### src/rtl/alu_ctrl_seq.sv
`default_nettype none
`timescale 1ns/1ps
// ============================================================================
// Module   : alu_ctrl_seq
// Purpose  : Registered RISC-V ALU-control decoder with a valid/ready output
//            register. Define ALU_CTRL_MUL_EN to add MUL decode and MUL_WAIT.
// Revision : 1.0 - initial release
// ============================================================================
module alu_ctrl_seq #(
  parameter int MUL_LATENCY = 3
) (
  input  logic       clk,
  input  logic       reset,
  input  logic       in_valid,
  output logic       in_ready,
  input  logic [6:0] opcode,
  input  logic [2:0] funct3,
  input  logic [6:0] funct7,
  output logic       out_valid,
  input  logic       out_ready,
  output logic [3:0] aluoperation,
  output logic       alusrc_imm,
  output logic       illegal,
  output logic       busy
);

  localparam logic [1:0] ST_IDLE     = 2'd0;
  localparam logic [1:0] ST_HOLD     = 2'd1;
`ifdef ALU_CTRL_MUL_EN
  localparam logic [1:0] ST_MUL_WAIT = 2'd2;
  localparam logic [3:0] OP_MUL      = 4'b1010;
  localparam logic [3:0] CNT_INIT    = 4'(MUL_LATENCY - 1);
`endif

  localparam logic [3:0] OP_ADD  = 4'b0000;
  localparam logic [3:0] OP_SUB  = 4'b0001;
  localparam logic [3:0] OP_XOR  = 4'b0010;
  localparam logic [3:0] OP_OR   = 4'b0011;
  localparam logic [3:0] OP_AND  = 4'b0100;
  localparam logic [3:0] OP_SLLI = 4'b0101;
  localparam logic [3:0] OP_SRLI = 4'b0110;
  localparam logic [3:0] OP_SLLR = 4'b0111;
  localparam logic [3:0] OP_SRLR = 4'b1000;
  localparam logic [3:0] OP_SLT  = 4'b1001;
  localparam logic [3:0] OP_ILL  = 4'b1111;

  localparam logic [6:0] OPC_OP     = 7'b0110011;
  localparam logic [6:0] OPC_OPIMM  = 7'b0010011;
  localparam logic [6:0] OPC_LOAD   = 7'b0000011;
  localparam logic [6:0] OPC_STORE  = 7'b0100011;
  localparam logic [6:0] OPC_JALR   = 7'b1100111;
  localparam logic [6:0] OPC_LUI    = 7'b0110111;
  localparam logic [6:0] OPC_BRANCH = 7'b1100011;

  localparam logic [6:0] F7_BASE = 7'b0000000;
  localparam logic [6:0] F7_ALT  = 7'b0100000;
`ifdef ALU_CTRL_MUL_EN
  localparam logic [6:0] F7_MUL  = 7'b0000001;
`endif

  if ((MUL_LATENCY < 1) || (MUL_LATENCY > 15)) begin : g_bad_mul_latency
    $error("alu_ctrl_seq: MUL_LATENCY must be in 1..15");
  end

  logic [1:0] state_q, state_d;
  logic [3:0] aluoperation_q, aluoperation_d;
  logic       alusrc_imm_q, alusrc_imm_d;
  logic       illegal_q, illegal_d;
  logic       out_valid_q, out_valid_d;
  logic       busy_q, busy_d;
  logic       accept;
  logic [3:0] dec_op;
  logic       dec_imm_raw;
  logic       dec_imm;
  logic       dec_ill;
  logic       f7_base;
  logic       dec_wait;

  assign f7_base = (funct7 == F7_BASE);

  // Combinational decode of the raw instruction fields
  always_comb begin
    dec_op      = OP_ILL;
    dec_imm_raw = 1'b0;
    case (opcode)
      OPC_OP: begin
        case (funct3)
          3'b000: begin
            if (f7_base)                dec_op = OP_ADD;
            else if (funct7 == F7_ALT)  dec_op = OP_SUB;
`ifdef ALU_CTRL_MUL_EN
            else if (funct7 == F7_MUL)  dec_op = OP_MUL;
`endif
          end
          3'b100:  if (f7_base) dec_op = OP_XOR;
          3'b110:  if (f7_base) dec_op = OP_OR;
          3'b111:  if (f7_base) dec_op = OP_AND;
          3'b010:  if (f7_base) dec_op = OP_SLT;
          3'b001:  if (f7_base) dec_op = OP_SLLR;
          3'b101:  if (f7_base) dec_op = OP_SRLR;
          default: dec_op = OP_ILL;
        endcase
      end
      OPC_OPIMM: begin
        dec_imm_raw = 1'b1;
        case (funct3)
          3'b000:  dec_op = OP_ADD;
          3'b100:  dec_op = OP_XOR;
          3'b110:  dec_op = OP_OR;
          3'b111:  dec_op = OP_AND;
          3'b010:  dec_op = OP_SLT;
          3'b001:  if (f7_base) dec_op = OP_SLLI;
          3'b101:  if (f7_base) dec_op = OP_SRLI;
          default: dec_op = OP_ILL;
        endcase
      end
      OPC_LOAD, OPC_STORE, OPC_JALR, OPC_LUI: begin
        dec_op      = OP_ADD;
        dec_imm_raw = 1'b1;
      end
      OPC_BRANCH: dec_op = OP_SUB;
      default:    dec_op = OP_ILL;
    endcase
  end

  // Illegal encodings never select the immediate operand
  assign dec_ill = (dec_op == OP_ILL);
  assign dec_imm = dec_imm_raw & ~dec_ill;

`ifdef ALU_CTRL_MUL_EN
  assign dec_wait = (dec_op == OP_MUL) && (MUL_LATENCY > 1);
`else
  assign dec_wait = 1'b0;
`endif

  assign in_ready = ~reset & ((state_q == ST_IDLE) | ((state_q == ST_HOLD) & out_ready));
  assign accept   = in_valid & in_ready;

  // State register
  always_ff @(posedge clk) begin
    if (reset) begin
      state_q        <= ST_IDLE;
      aluoperation_q <= 4'b0000;
      alusrc_imm_q   <= 1'b0;
      illegal_q      <= 1'b0;
      out_valid_q    <= 1'b0;
      busy_q         <= 1'b0;
    end else begin
      state_q        <= state_d;
      aluoperation_q <= aluoperation_d;
      alusrc_imm_q   <= alusrc_imm_d;
      illegal_q      <= illegal_d;
      out_valid_q    <= out_valid_d;
      busy_q         <= busy_d;
    end
  end

`ifdef ALU_CTRL_MUL_EN
  logic [3:0] cnt_q, cnt_d;

  always_ff @(posedge clk) begin
    if (reset) cnt_q <= 4'd0;
    else       cnt_q <= cnt_d;
  end

  always_comb begin
    cnt_d = cnt_q;
    if (state_q == ST_MUL_WAIT) cnt_d = cnt_q - 4'd1;
    if (accept && dec_wait)     cnt_d = CNT_INIT;
  end
`endif

  // Next-state logic; an accept is only possible from IDLE or draining HOLD
  always_comb begin
    state_d = state_q;
    case (state_q)
      ST_HOLD: if (out_ready) state_d = ST_IDLE;
`ifdef ALU_CTRL_MUL_EN
      ST_MUL_WAIT: if (cnt_q == 4'd1) state_d = ST_HOLD;
`endif
      default: state_d = state_q;
    endcase
    if (accept) begin
`ifdef ALU_CTRL_MUL_EN
      state_d = dec_wait ? ST_MUL_WAIT : ST_HOLD;
`else
      state_d = ST_HOLD;
`endif
    end
  end

  // Registered outputs follow the next state and the accepted decode
  always_comb begin
    out_valid_d    = (state_d == ST_HOLD);
`ifdef ALU_CTRL_MUL_EN
    busy_d         = (state_d == ST_MUL_WAIT);
`else
    busy_d         = 1'b0;
`endif
    aluoperation_d = accept ? dec_op  : aluoperation_q;
    alusrc_imm_d   = accept ? dec_imm : alusrc_imm_q;
    illegal_d      = accept ? dec_ill : illegal_q;
  end

  assign out_valid    = out_valid_q;
  assign aluoperation = aluoperation_q;
  assign alusrc_imm   = alusrc_imm_q;
  assign illegal      = illegal_q;
  assign busy         = busy_q;

endmodule
`default_nettype wire

### config.mk
export PLATFORM = sky130hd
export DESIGN_NAME = alu_ctrl_seq
export DESIGN_NICKNAME = d
export VERILOG_FILES = /design/src/rtl/alu_ctrl_seq.sv
export SDC_FILE = /design/constraint.sdc
export NUM_CORES = 1
export LEC_CHECK = 0
export BUFFER_PORTS_ARGS = -buffer_cell sky130_fd_sc_hd__buf_2
export CELL_PAD_IN_SITES_DETAIL_PLACEMENT = 1
export CELL_PAD_IN_SITES_GLOBAL_PLACEMENT = 2
export CORE_MARGIN = 3
export CORE_UTILIZATION = 26
export DETAILED_ROUTE_END_ITERATION = 12
export PLACE_DENSITY_LB_ADDON = 0.1
export SYNTH_ARGS = -nofsm -noshare
export SYNTH_HDL_FRONTEND = slang
export SYNTH_SLANG_ARGS = --single-unit
### constraint.sdc
create_clock -name clk -period 6.7 [get_ports clk]
set_clock_uncertainty 0.15 [all_clocks]
set_input_delay 1.005 -clock clk [delete_from_list [all_inputs] [get_ports clk]]
set_output_delay 1.005 -clock clk [all_outputs]
set_load 0.005 [all_outputs]
==> results.sh, run 1 <==
export IMPL_finalPower_uw=134
export IMPL_met2_usage=0.224
export IMPL_maxSlewViolCount=0
export IMPL_clkSinkCount=9
export IMPL_leakagePower_nw=0.379
export IMPL_post_drt_wl_per_cell_um=13.8
export IMPL_grt_overflow_total=0
export IMPL_h_tree_depth=1
export IMPL_via_count=729
export IMPL_startpoint_type="input pin"
export IMPL_die_height_um=56.4
export IMPL_io_pins=30
export IMPL_drcViolationCount=0
export IMPL_use_met1=0.154
export IMPL_synthCells=84
export IMPL_io_buffers=28
export IMPL_r2r_end="alusrc_imm$_SDFFE_PP0P_"
export IMPL_status="finished clean"
export IMPL_fill_cells=299
export IMPL_grtUsageTotal=0.132
export IMPL_clockBufferDepth=2
export IMPL_root_buffer="clkbuf_4"
export IMPL_ys_seq_elements=9
export IMPL_p_per_area_nw_per_um2=159
export IMPL_die_w_um=56.4
export IMPL_die_area_sq_um=3180
export IMPL_cp_startpoint="reset"
export IMPL_grt_pass1_wl_mm=3.35
export IMPL_yosysMostFrequentCell="dfxtp_1"
export IMPL_cts_hold_buffers=0
export IMPL_max_freq_mhz=351
export IMPL_clkLatencyLatePin_ns=0.26
export IMPL_hold_viol=0
export IMPL_cts_clk_slew_worst_paths_ns=0.07
export IMPL_max_cap_violations=0
export IMPL_cts_setup_buffers=0
export IMPL_r2r_slack_ns=4.94
export IMPL_netlist_area_sq_um=661
export IMPL_rr_worst_depth=5
export IMPL_fin_nets=133
export IMPL_syn_num_nets=105
export IMPL_rows=17
export IMPL_use_met3=0.0552
export IMPL_ys_top_cells_by_count="9 x dfxtp_1, 6 x nand2_1, 6 x nor2_1"
export IMPL_dr_pass1_iters=4
export IMPL_drt_initial_drc_count=20
export IMPL_criticalPathCategory="input pin to primary output"
export IMPL_initial_core_util=0.285
export IMPL_yosysUniqueCellTypes=33
export IMPL_arrival_ns=1.70
export IMPL_worstPathMaxFanout=7
export IMPL_layout_drive_gt1_share=0.351
export IMPL_critPathRequiredTime_ns=5.54
export IMPL_rsz0062_at_grt="false"
export IMPL_gr_max_usage_layer="met2"
export IMPL_async_flop_share=0
export IMPL_place_hpwl_mm=1.53
export IMPL_vias_per_cell=5.24
export IMPL_antennaDiodeCount=0
export IMPL_register_area_sq_um=180
export IMPL_multi_input_area_sq_um=447
export IMPL_end_kind="primary output"
export IMPL_cts_resized=0
export IMPL_grt_antenna_before_repair=0
export IMPL_ys_warn_count=0
export IMPL_drtAntennaViolNets=0
export IMPL_routed_wl_mm=1.92
export IMPL_max_slew_margin_rel=0.564
export IMPL_tns_ns=0
export IMPL_gp_congestion=0.813
export IMPL_synth_area_leaders="dfxtp_1 27%, nor2b_1 4.7%, and3b_1 4.0%"
export IMPL_synth_ff_type="dfxtp_1"
export IMPL_crit_end="in_ready"
export IMPL_area_growth_pct=27.3
export IMPL_vdd_drop_max_mv=0.130
export IMPL_grt_max_degree=12
export IMPL_holdCritPathClass="flop to flop"
export IMPL_netlist_area_leader_share=0.273
export IMPL_pre_cts_ws_ns=3.64
export IMPL_worst_pin_slew_ns=0.649
export IMPL_setup_slack_ns=3.85
export IMPL_yosys_area_top_type="dfxtp_1"
export IMPL_synth_edff_count=0
export IMPL_setup_viol=0
export IMPL_numCtsBuffers=3
export IMPL_yosysSeqAreaShare=0.273
export IMPL_grt_pass1_vias=748
export IMPL_period_minus_slack_ns=2.85
export IMPL_syn_area_per_cell_sq_um=7.86
export IMPL_fin_crit_sh=0.425
export IMPL_core_area_sq_um=2320
export IMPL_r2r_start="state_q[1]$_SDFF_PP0_"
export IMPL_cts_tree="yes"
## layout make-up
class                      count  area share
timing repair buffer          28       0.167
clock inverter                 1     0.00595
sequential                     9       0.214
multi-input combinational     67       0.531
inverter                       3      0.0134
tap                           28      0.0417
clock buffer                   3      0.0268
## report_power, final
| part | internal, mW | total (mW) | leakage, nW | switching (mW) |
|---|---|---|---|---|
| Combinational | 0.0148 | 0.0322 | 0.286 | 0.0174 |
| Clock | 0.0221 | 0.0427 | 0.0177 | 0.0206 |
| Sequential | 0.0575 | 0.0591 | 0.0747 | 0.00155 |
## metal layers
metal,part of all wire,up-vias
met4,0,0
met1,0.47,337
met2,0.47,22
met3,0.062,0
met5,0,-
li1,-,370
## critical path, cell delays in order
cell and delay, ns:
buf_2 0.14, nor3_1 0.36, buf_2 0.19
## cell families after synthesis
family | after synthesis | synth area share
AOI/OAI and AO/OA | 24 | 0.284
buffers and inverters | 8 | 0.0511
DFF | 9 | 0.273
muxes | 1 | 0.0170
other | 1 | 0.00568
and+or+nand+nor | 41 | 0.369
## how the worst min path moves through the flow
stage               cells after the start                    startpoint                      endpoint  slack (ns)
floorplan                               1         state_q[1]$_SDFF_PP0_          out_valid$_SDFF_PP0_        0.28
CTS                                     2  aluoperation[1]$_SDFFE_PP0P_  aluoperation[1]$_SDFFE_PP0P_        0.32
finish                                  2  aluoperation[1]$_SDFFE_PP0P_  aluoperation[1]$_SDFFE_PP0P_        0.32
global placement                        1         state_q[1]$_SDFF_PP0_          out_valid$_SDFF_PP0_        0.31
detailed placement                      2  aluoperation[1]$_SDFFE_PP0P_  aluoperation[1]$_SDFFE_PP0P_        0.31
global route                            2  aluoperation[1]$_SDFFE_PP0P_  aluoperation[1]$_SDFFE_PP0P_        0.33
## flip-flops by register name, indices dropped and copies added (netlist names)
register and flops:
aluoperation 4, state_q 2, alusrc_imm 1, illegal 1, out_valid 1
## cell usage in the layout, fill, tap and decap left out
master and count:
a21oi_1 5, nor2_1 6, nor2b_1 5, o2bb2ai_1 1
inv_1 3, nand3b_1 2, nor4bb_1 1, a2bb2oi_2 1
nand2b_1 1, o21ai_0 3, o21ai_1 1, nand3_1 5
and4_1 1, clkbuf_4 3, clkinv_2 1, or3b_2 1
conb_1 1, a311oi_2 1, dfxtp_1 9, or4_4 2
nand2_1 6, a311oi_1 1, a31oi_1 1, o21a_1 2
mux2_2 1, and3b_1 3, and3_1 2, o2111ai_1 2
a221oi_2 1, buf_2 28, o22ai_1 3, o2111a_1 2
or4_1 1, nor3_1 5
## through the flow
stage	cells	util	instance area, sq um	hold slack, ns
2_1_floorplan	84	-	661	0.283
3_5_place_dp	135	0.351	813	0.311
4_1_cts	139	0.363	841	0.320
6_report	139	0.363	841	0.317
5_1_grt	139	0.363	841	0.329
3_3_place_gp	135	0.351	813	0.313
(Power assumes the default switching activity.)
==> inputs of run 2 (changes only) <==
Settings changed: CORE_UTILIZATION 26 to 21.
Clock period 6.7 ns to 2.35 ns, I/O delays scaled along.
==> results.sh, run 2 (synthesis gave the netlist of run 1 again) <==
export IMPL_hold_ws_ns=0.187
export IMPL_holdCritPathClass="input pin to flop"
export IMPL_grtUsageTotal=0.117
export IMPL_largest_reg_flops=4
export IMPL_hold_viol=0
export IMPL_area_growth_pct=34.3
export IMPL_grt_pass1_vias=713
export IMPL_via_count=735
export IMPL_io_buffers=28
export IMPL_status="finished clean"
export IMPL_rows=19
export IMPL_io_pins=30
export IMPL_vias_per_cell=4.68
export IMPL_maxSlewViolCount=0
export IMPL_max_cap_violations=0
export IMPL_startpoint_type="input pin"
export IMPL_clkSinkCount=9
export IMPL_cts_setup_buffers=0
export IMPL_drt_initial_drc_count=17
export IMPL_clkLatencyLatePin_ns=0.26
export IMPL_place_hpwl_mm=1.67
export IMPL_power_frac_clock=0.310
export IMPL_finalPower_uw=383
export IMPL_setup_viol=0
export IMPL_period_minus_slack_ns=2.12
export IMPL_drtAntennaViolNets=0
export IMPL_routed_wl_mm=2.01
export IMPL_p_sw_uw=108
export IMPL_dr_pass1_iters=3
export IMPL_grt_pass1_wl_mm=3.33
export IMPL_grt_antenna_before_repair=0
export IMPL_vdd_drop_max_mv=0.106
export IMPL_die_w_um=62.1
export IMPL_drcViolationCount=0
export IMPL_antennaDiodeCount=0
export IMPL_clockBufferDepth=2
export IMPL_post_drt_wl_per_cell_um=12.8
export IMPL_switching_share=0.283
export IMPL_numCtsBuffers=3
export IMPL_final_cell_mix="28 x buf_2, 9 x dfxtp_1, 6 x nor2_1, 6 x nand2_1"
export IMPL_fin_crit_sh=0.901
export IMPL_fill_cells=356
export IMPL_critPathRequiredTime_ns=2.34
export IMPL_p_int_uw=275
export IMPL_core_area_sq_um=2880
export IMPL_cts_clk_slew_worst_paths_ns=0.06
export IMPL_grt_max_degree=12
export IMPL_fin_nets=137
export IMPL_met2_usage=0.186
export IMPL_gr_max_usage_layer="met2"
export IMPL_max_stage_delay_ns=0.52
export IMPL_r2r_slack_ns=0.73
export IMPL_sequentialPowerShare=0.441
export IMPL_end_kind="flop"
export IMPL_initial_core_util=0.230
export IMPL_cts_resized=0
export IMPL_final_common_cell="buf_2"
export IMPL_die_height_um=62.1
export IMPL_h_tree_depth=1
export IMPL_path_cells="buf_2 > or4_4 > or4_4 > o2111a_1 > a311oi_2 > o21ai_0"
export IMPL_arrival_ns=2.10
export IMPL_root_buffer="clkbuf_4"
export IMPL_die_area_sq_um=3860
export IMPL_leakagePower_nw=0.395
export IMPL_grt_overflow_total=0
export IMPL_cts_tree="yes"
export IMPL_max_freq_mhz=472
export IMPL_criticalPathCategory="input pin to flop"
export IMPL_critPathBufInv=1
export IMPL_use_met3=0.0207
export IMPL_worstPathMaxFanout=3
export IMPL_cts_hold_buffers=0
export IMPL_use_met1=0.151
export IMPL_gp_congestion=0.716
export IMPL_crit_slowest_cell="or4_4"
export IMPL_cpMostUsedCell="or4_4"
export IMPL_layout_drive_gt1_share=0.365
export IMPL_rsz0062_at_grt="false"
export IMPL_p_per_area_nw_per_um2=431
export IMPL_comb_power_share=0.249
export IMPL_critical_path_top_delay_family="simple AND/OR/NAND/NOR gates"
==> run 2: final timing paths <==
| check | start | endpoint | cells past startpoint |
|---|---|---|---|
| hold / removal | reset | state_q[1]$_SDFF_PP0_ | 2 |
| setup / recovery | funct7[1] | illegal$_SDFFE_PP0P_ | 6 |
| setup reg to reg | state_q[0]$_SDFF_PP0_ | illegal$_SDFFE_PP0P_ | 6 |
| hold reg to reg | illegal$_SDFFE_PP0P_ | illegal$_SDFFE_PP0P_ | 2 |
==> run 2: area by class of cell <==
cell class / count / area (sq um) / area share
timing repair buffer: 32 / 170 / 0.192
multi-input combinational: 67 / 447 / 0.504
inverter: 3 / 11.3 / 0.0127
sequential: 9 / 180 / 0.203
clock buffer: 4 / 26.3 / 0.0296
tap: 42 / 52.6 / 0.0592
==> run 2: per-stage QoR <==
stage                     setup TNS, ns  setup WS, ns  instances  cell area [sq um]   util
final                                 0         0.233        157                887  0.308
after global routing                  0         0.187        157                887  0.308
after CTS                             0         0.223        157                887  0.308
after detailed placement        -0.0666       -0.0534        153                861  0.299
after global placement         -0.00883      -0.00883        153                861  0.299
after floorplan                       0         0.145         84                661      -
==> run 2: layer usage <==
| layer | share of wire | vias up |
|---|---|---|
| li1 | - | 381 |
| met1 | 0.48 | 337 |
| met2 | 0.47 | 15 |
| met3 | 0.041 | 2 |
| met4 | 0.0060 | 0 |
| met5 | 0 | - |
==> run 2: worst register-to-register path, delay by kind of cell, from the launching register on <==
kind	cells	cell delay, ns
AOI/OAI and AO/OA	3	0.59
buffers and inverters	1	0.16
DFF	1	0.32
and+or+nand+nor	2	0.27
==> run 2: power groups by stage <==
| stage | clock network, mW | logic [mW] | registers (mW) |
|---|---|---|---|
| final | 0.119 | 0.0952 | 0.169 |
| after global routing | 0.136 | 0.109 | 0.170 |
| after CTS | 0.124 | 0.0969 | 0.169 |
| after detailed placement | 0 | 0.0964 | 0.172 |
| after global placement | 0 | 0.0951 | 0.172 |
| after floorplan | 0 | 0.0497 | 0.173 |
==> inputs of run 3 (changes only) <==
Settings changed: PLACE_DENSITY from default to 0.83, PLACE_DENSITY_LB_ADDON 0.1 to default.
==> results.sh, run 3 (synthesis gave the netlist of run 1 again) <==
export IMPL_status="finished clean"
export IMPL_clkLatencyLatePin_ns=0.25
export IMPL_drt_initial_drc_count=11
export IMPL_die_height_um=62.1
export IMPL_cts_hold_buffers=0
export IMPL_io_pins=30
export IMPL_core_area_sq_um=2880
export IMPL_numCtsBuffers=3
export IMPL_cts_resized=0
export IMPL_final_cell_mix="28 x buf_2, 9 x dfxtp_1, 6 x nor2_1, 6 x nand2_1"
export IMPL_grt_max_degree=12
export IMPL_arrival_ns=2.13
export IMPL_clkSinkCount=9
export IMPL_max_freq_mhz=465
export IMPL_initial_core_util=0.230
export IMPL_antennaDiodeCount=0
export IMPL_rows=19
export IMPL_instances_no_fill=155
export IMPL_path_cells="buf_2 > or4_4 > or4_4 > o2111a_1 > a311oi_2 > o21ai_0"
export IMPL_final_util=0.303
export IMPL_cts_setup_buffers=0
export IMPL_h_tree_depth=1
export IMPL_holdCritPathClass="input pin to flop"
export IMPL_fin_crit_sh=0.914
export IMPL_worstPathMaxFanout=4
export IMPL_vdd_drop_max_mv=0.163
export IMPL_die_w_um=62.1
export IMPL_post_drt_wl_per_cell_um=12.4
export IMPL_io_buffers=28
export IMPL_drcViolationCount=0
export IMPL_setup_viol=0
export IMPL_crit_slowest_cell="or4_4"
export IMPL_r2r_slack_ns=0.68
export IMPL_root_buffer="clkbuf_4"
export IMPL_criticalPathCategory="input pin to flop"
export IMPL_max_stage_delay_ns=0.52
export IMPL_routed_wl_mm=1.92
export IMPL_layout_drive_gt1_share=0.354
export IMPL_p_per_area_nw_per_um2=434
export IMPL_cts_tree="yes"
export IMPL_hold_ws_ns=0.205
export IMPL_tns_ns=0
export IMPL_clockBufferDepth=2
export IMPL_end_kind="flop"
export IMPL_hold_viol=0
export IMPL_grt_pass1_wl_mm=3.26
export IMPL_die_area_sq_um=3860
export IMPL_dr_pass1_iters=4
export IMPL_fin_nets=135
export IMPL_critPathBufInv=1
export IMPL_vias_per_cell=4.83
export IMPL_leakagePower_nw=0.386
export IMPL_grtUsageTotal=0.113
export IMPL_grt_pass1_vias=775
export IMPL_grt_overflow_total=0
export IMPL_critical_path_top_delay_family="simple AND/OR/NAND/NOR gates"
export IMPL_rsz0062_at_grt="false"
export IMPL_area_growth_pct=32.0
export IMPL_startpoint_type="input pin"
export IMPL_largest_reg_flops=4
export IMPL_place_hpwl_mm=1.64
export IMPL_max_cap_violations=0
export IMPL_finalPower_uw=379
export IMPL_critPathRequiredTime_ns=2.33
export IMPL_grt_antenna_before_repair=0
export IMPL_placedCellCount=151
export IMPL_cpMostUsedCell="or4_4"
export IMPL_drtAntennaViolNets=0
export IMPL_gp_congestion=0.754
export IMPL_period_minus_slack_ns=2.15
export IMPL_cts_clk_slew_worst_paths_ns=0.06
export IMPL_via_count=749
export IMPL_maxSlewViolCount=0
export IMPL_final_common_cell="buf_2"
[run 3: changes by cell type in the layout (fill, tap and decap cells not counted), sizes merged]
cell  previous run  this run
buf             32        30
[run 3: per-layer routing]
layer | track usage | wire (um)
met5 | 0 | 0
met1 | 0.141 | 848
met3 | 0.0331 | 121
met2 | 0.191 | 938
met4 | 0.0273 | 9
[run 3: metrics by stage]
stage,cell area (sq um),setup slack [ns]
2_1_floorplan,661,0.145
3_3_place_gp,846,-0.0121
3_5_place_dp,846,-0.0778
4_1_cts,872,0.202
5_1_grt,872,0.140
6_report,872,0.201
[run 3: worst paths after layout]
check,startpoint,end,cells past startpoint
worst max-delay path,funct7[1],illegal$_SDFFE_PP0P_,6
worst max register to register,state_q[0]$_SDFF_PP0_,aluoperation[0]$_SDFFE_PP0P_,5
worst min register to register,aluoperation[1]$_SDFFE_PP0P_,aluoperation[1]$_SDFFE_PP0P_,2
worst min-delay path,reset,state_q[1]$_SDFF_PP0_,2
[run 3: layout make-up]
cell class | count | area, sq um
Inverter | 3 | 11.3
Multi-Input combinational cell | 67 | 447
Tap cell | 42 | 52.6
Clock buffer | 4 | 26.3
Sequential cell | 9 | 180
Timing Repair Buffer | 30 | 155
Fill cell | 364 | 2000
[run 3: worst register-to-register path, cell delays in order (launching register included)]
cell and delay, ns:
dfxtp_1 0.31, nor2b_1 0.14, nor3_1 0.30, nand2_1 0.25, nor3_1 0.29, a31oi_1 0.11
[run 3: power breakdown]
part	switching [mW]	internal (mW)	total, mW
Combinational	0.0498	0.0445	0.0942
Clock	0.0501	0.0652	0.115
Sequential	0.00529	0.164	0.169
